<file path="src/rtl/mem_bus_arbiter.sv">
// Two-master (instr fetch / data load-store) to one-slave memory bus arbiter with ack timeout.
// Optional macro ARB_ROUND_ROBIN_EN: alternate ties between masters instead of always favouring data.
module mem_bus_arbiter #(
    parameter int AW      = 16,
    parameter int DW      = 16,
    parameter int TIMEOUT = 15
) (
    input  logic          sys_clk,
    input  logic          sys_rst,
    input  logic [AW-1:0] instr_addr_i,
    input  logic          instr_stb_i,
    output logic [DW-1:0] instr_data_o,
    output logic          instr_ack_o,
    output logic          instr_err_o,
    input  logic [AW-1:0] data_addr_i,
    input  logic [DW-1:0] data_data_i,
    input  logic          data_stb_i,
    input  logic          data_we_i,
    output logic [DW-1:0] data_data_o,
    output logic          data_ack_o,
    output logic          data_err_o,
    output logic [AW-1:0] mem_addr_o,
    output logic [DW-1:0] mem_data_o,
    input  logic [DW-1:0] mem_data_i,
    output logic          mem_stb_o,
    output logic          mem_we_o,
    input  logic          mem_ack_i,
    output logic [1:0]    grant_o
);

    // State encoding doubles as the grant_o code.
    localparam logic [1:0] IDLE  = 2'b00;
    localparam logic [1:0] GNT_I = 2'b01;
    localparam logic [1:0] GNT_D = 2'b10;

    localparam logic [7:0] TIMEOUT_CNT = 8'(TIMEOUT);

`ifdef ARB_ROUND_ROBIN_EN
    localparam bit RR_EN = 1'b1;
`else
    localparam bit RR_EN = 1'b0;
`endif

    logic [1:0] state, state_nxt;
    logic [7:0] wcnt;
    logic       last_grant_data;  // 0 = instr, 1 = data
    logic       gnt_stb;
    logic       timeout_hit;
    logic [1:0] tie_pick;

    assign grant_o     = state;
    assign timeout_hit = (state != IDLE) && !mem_ack_i && (wcnt == TIMEOUT_CNT);
    assign tie_pick    = (RR_EN && last_grant_data) ? GNT_I : GNT_D;

    // NOTE: every output gets a default before the case so no latch is inferred.
    always_comb begin
        mem_addr_o   = '0;
        mem_data_o   = '0;
        mem_stb_o    = 1'b0;
        mem_we_o     = 1'b0;
        instr_data_o = '0;
        instr_ack_o  = 1'b0;
        instr_err_o  = 1'b0;
        data_data_o  = '0;
        data_ack_o   = 1'b0;
        data_err_o   = 1'b0;
        gnt_stb      = 1'b0;
        case (state)
            GNT_I: begin
                gnt_stb      = instr_stb_i;
                mem_addr_o   = instr_addr_i;
                mem_stb_o    = instr_stb_i;
                instr_data_o = mem_data_i;
                instr_ack_o  = mem_ack_i;
                instr_err_o  = timeout_hit;
            end
            GNT_D: begin
                gnt_stb     = data_stb_i;
                mem_addr_o  = data_addr_i;
                mem_data_o  = data_data_i;
                mem_stb_o   = data_stb_i;
                mem_we_o    = data_we_i;
                data_data_o = mem_data_i;
                data_ack_o  = mem_ack_i;
                data_err_o  = timeout_hit;
            end
            default: ;
        endcase
    end

    always_comb begin
        state_nxt = state;
        case (state)
            IDLE: begin
                if (instr_stb_i && data_stb_i) state_nxt = tie_pick;
                else if (instr_stb_i)          state_nxt = GNT_I;
                else if (data_stb_i)           state_nxt = GNT_D;
            end
            GNT_I, GNT_D: begin
                // Ack beats timeout; a dropped stb abandons the transfer silently.
                if (mem_ack_i || timeout_hit || !gnt_stb) state_nxt = IDLE;
            end
            default: state_nxt = IDLE;
        endcase
    end

    // NOTE: sequential state uses non-blocking assignments so all registers update together.
    always_ff @(posedge sys_clk or negedge sys_rst) begin
        if (!sys_rst) begin
            state           <= IDLE;
            wcnt            <= '0;
            last_grant_data <= 1'b0;
        end else begin
            state <= state_nxt;
            // Every grant is entered from IDLE, so clearing here clears on entry.
            if (state == IDLE)   wcnt <= '0;
            else if (!mem_ack_i) wcnt <= wcnt + 8'd1;
            if (state == IDLE && state_nxt != IDLE)
                last_grant_data <= (state_nxt == GNT_D);
        end
    end

endmodule
</file>
<file path="config.mk">
export PLATFORM = sky130hd
export DESIGN_NAME = mem_bus_arbiter
export DESIGN_NICKNAME = d
export VERILOG_FILES = /design/src/rtl/mem_bus_arbiter.sv
export SDC_FILE = /design/constraint.sdc
export NUM_CORES = 1
export LEC_CHECK = 0
export BUFFER_PORTS_ARGS = -buffer_cell sky130_fd_sc_hd__clkbuf_2
export CORE_UTILIZATION = 36
export CTS_CLUSTER_DIAMETER = 200
export DETAILED_ROUTE_END_ITERATION = 10
export PLACE_DENSITY = 0.87
export SYNTH_ARGS = -nofsm -noshare
export SYNTH_HDL_FRONTEND = slang
export SYNTH_SLANG_ARGS = --single-unit
</file>
<file path="constraint.sdc">
create_clock -name sys_clk -period 2.1 [get_ports sys_clk]
set_input_delay 0.105 -clock sys_clk [delete_from_list [all_inputs] [get_ports sys_clk]]
set_output_delay 0.105 -clock sys_clk [all_outputs]
set_load 0.01 [all_outputs]
</file>
==> metrics <==
status completed; Crit path max-delay family buffers and inverters; post-synth top area cell and2_1; clock network power share 9.5%; pin count of the biggest net entering global routing 35; Max VDD drop 0.503 mV; Cell Rows 20; reg-to-reg startpoint grant_o[1]$_DFFE_PN0P_; fillers between 200 and 300; I/O pin count between 100 and 150; Sw Pwr 0.000844 W; placer congestion estimate between 0.8 and 0.9; Leakage 1.16 nW; Area growth syn-to-layout 67.1%; Die Height 59.2 µm; wire per inst between 10 and 15 µm; Comb pwr share 76.3%; RSZ-0062 raised after global routing no; Critical Path Stages 6; sequential share of power 14.2%; Root Buffer Master clkbuf_4; Buffers & Inverters on Critical Path 3; critical path launch point type register; post-route ant nets 0; Final TNS setup 0 ps; Post-synth EDFFs 0; FF+latch count, synth 10; CTS max path bufs 2; CTS buffer count 3; part of the Yosys area used for sequential elements 21.3%; CP cell instances inv_1 -> ha_1 -> buf_4 -> a22oi_1 -> nor2b_1 -> clkbuf_2; fmax 526 MHz; DP HPWL 3210 µm; hold_ws 145 ps; later-pin clock latency in the skew report around 260 ps; required time of the critical path 2000 ps; clock-pin slew on the worst setup and hold paths about 60 ps; top post-synthesis cells by area and2_1 (28%), dfrtp_1 (21%), a22oi_1 (10%), nor2b_1 (9.6%), ha_1 (4.3%); die area 0.00350 mm²; Worst Setup EP mem_addr_o[1]; max-slew violation count 0; peak per-stage delay on the critical path 410 ps; commonest non-fill, non-tap cell in the layout clkbuf_2; ys async rst share 100%; CTS tree built; Slew headroom a little over two thirds; Pre-antenna DRT Iters 4; Tot GR Track Use about a fifth; Mean Syn Cell Area 7.90 µm²; setup violators final 0; global-route wire length before repair 5480 µm; Fin. Hold Viols 0; PortBufs 141; via count 1549; Int Pwr 0.000956 W; critical path arrival 1800 ps; maxcap violations 0; Critical R2R Capture grant_o[1]$_DFFE_PN0P_; gate count of the mapped netlist 149; Mapped Area 0.00118 mm²; chip width 59.2 µm; YS warnings 0; fraction of power spent switching nets 46.9%; initial cell density of the core about two fifths; Core Region 0.00308 mm²; Final WS setup 198 ps; post-CTS setup buffers 0; DP Worst Slack 402 ps; Net Count, Synth 223; CP Capture Type output port; post-synth cell types 27; Post-synth top flop dfrtp_1; PnR Total Power roughly 0.0018 W; vias per cell 4.68; CTS resizes 0; fin util 63.9%; P per Cell Area 915 mW/mm²; slowest stage cell, crit path dfrtp_1; R2R setup slack 400 ps; Overflow after GRT 0; Residual DRC 0; worst reg2reg path depth 5; Tmin final 1900 ps; skew final 0.463 ps; most frequent cells in the layout clkbuf_2 (141), and2_1 (52), nor2b_1 (18), a22oi_1 (16), dfrtp_1 (10); crit path from grant_o[1]$_DFFE_PN0P_; routed wire length between 3000 and 4000 µm; clk sink count 10; worst-margin pin slew 442 ps; Final #Nets 362; Iter 0 DRT Violations 66; Final period util 90.6%; ratio of cells with drive above 1 in the final layout between 50% and 60%; worst hold-check path type in -> reg; diode count 0; crit-path max FO 29; initial antenna violation count 0; Critical Setup Path Class reg -> out; H-tree lvl count 1; top cell type's share of synthesized area 27.6%; hold_sp instr_stb_i; vias in the first global route about 1300
## logic make-up after synthesis
logic type | Yosys count | synth area share, %
adder cells (fa/ha/maj) | 4 | 4.25
multiplexers | 1 | 0.850
buffers and inverters | 15 | 4.99
AND/OR/NAND/NOR | 91 | 50.2
flip-flops | 10 | 21.3
AO/OA/AOI/OAI | 21 | 13.3
XOR/XNOR | 7 | 5.21
## metal layers
layer	vias up	global-route usage (%)	routed length [µm]	part of all wire, %
li1	773	-	-	-
met1	690	23.9	1570	40
met2	80	37.6	1980	51
met3	6	3.71	306	7.9
met4	0	5.10	45	1.2
met5	-	0	0	0
## power by group through the flow
stage / sequential (W) / clock (W) / combinational (W)
final: 0.000255 / 0.000171 / 0.00137
after global routing: 0.000259 / 0.000181 / 0.00151
after CTS: 0.000254 / 0.000175 / 0.00139
after detailed placement: 0.000258 / 0 / 0.00138
after global placement: 0.000253 / 0 / 0.00136
after floorplan: 0.000257 / 0 / 0.000847
## Yosys cell counts, types with 2 or more instances
| cell | instances |
|---|---|
| nor2_1 | 8 |
| xnor2_1 | 3 |
| and2_1 | 52 |
| nand3_1 | 3 |
| buf_2 | 2 |
| and2_2 | 2 |
| ha_1 | 4 |
| dfrtp_1 | 10 |
| clkbuf_1 | 10 |
| nor2b_1 | 18 |
| a22oi_1 | 16 |
| inv_1 | 3 |
| xor2_1 | 4 |
## what timing repair did
action	CTS	global route
endpoints found under the setup margin	0	0
hold buffers	1	0
hold endpoints to repair	10	0
## metrics by stage
stage / instance area (µm²) / instances
3_3_place_gp: 1920 / 326
3_5_place_dp: 1920 / 326
5_1_grt: 1970 / 331
4_1_cts: 1970 / 331
6_report: 1970 / 331
2_1_floorplan: 1180 / 149
## tightest hold or removal path, cell delays in order
cell and delay (ps):
clkbuf_2 110, o21ai_1 80, a21boi_1 70
## worst min-delay path by stage
stage | depth (start not counted) | slack [ps] | end
6_report | 3 | 150 | grant_o[0]$_DFFE_PN0P_
5_1_grt | 2 | 150 | grant_o[1]$_DFFE_PN0P_
4_1_cts | 3 | 140 | grant_o[0]$_DFFE_PN0P_
3_5_place_dp | 1 | -20 | wcnt[1]$_DFFE_PN0P_
3_3_place_gp | 1 | -20 | wcnt[1]$_DFFE_PN0P_
2_1_floorplan | 0 | -190 | grant_o[0]$_DFFE_PN0P_
## registers in the layout, summed over array words and instances, names as in the netlist
register,count
grant_o,2
wcnt,8
## final cells by class
type	instances	area (µm²)	share of cell area [%]
Sequential cell	10	250	12.7
Tap cell	44	55.1	2.80
Inverter	3	11.3	0.573
Multi-Input combinational cell	124	868	44.1
Timing Repair Buffer	146	746	37.9
Clock buffer	4	36.3	1.84
(Power assumes the default switching activity.)
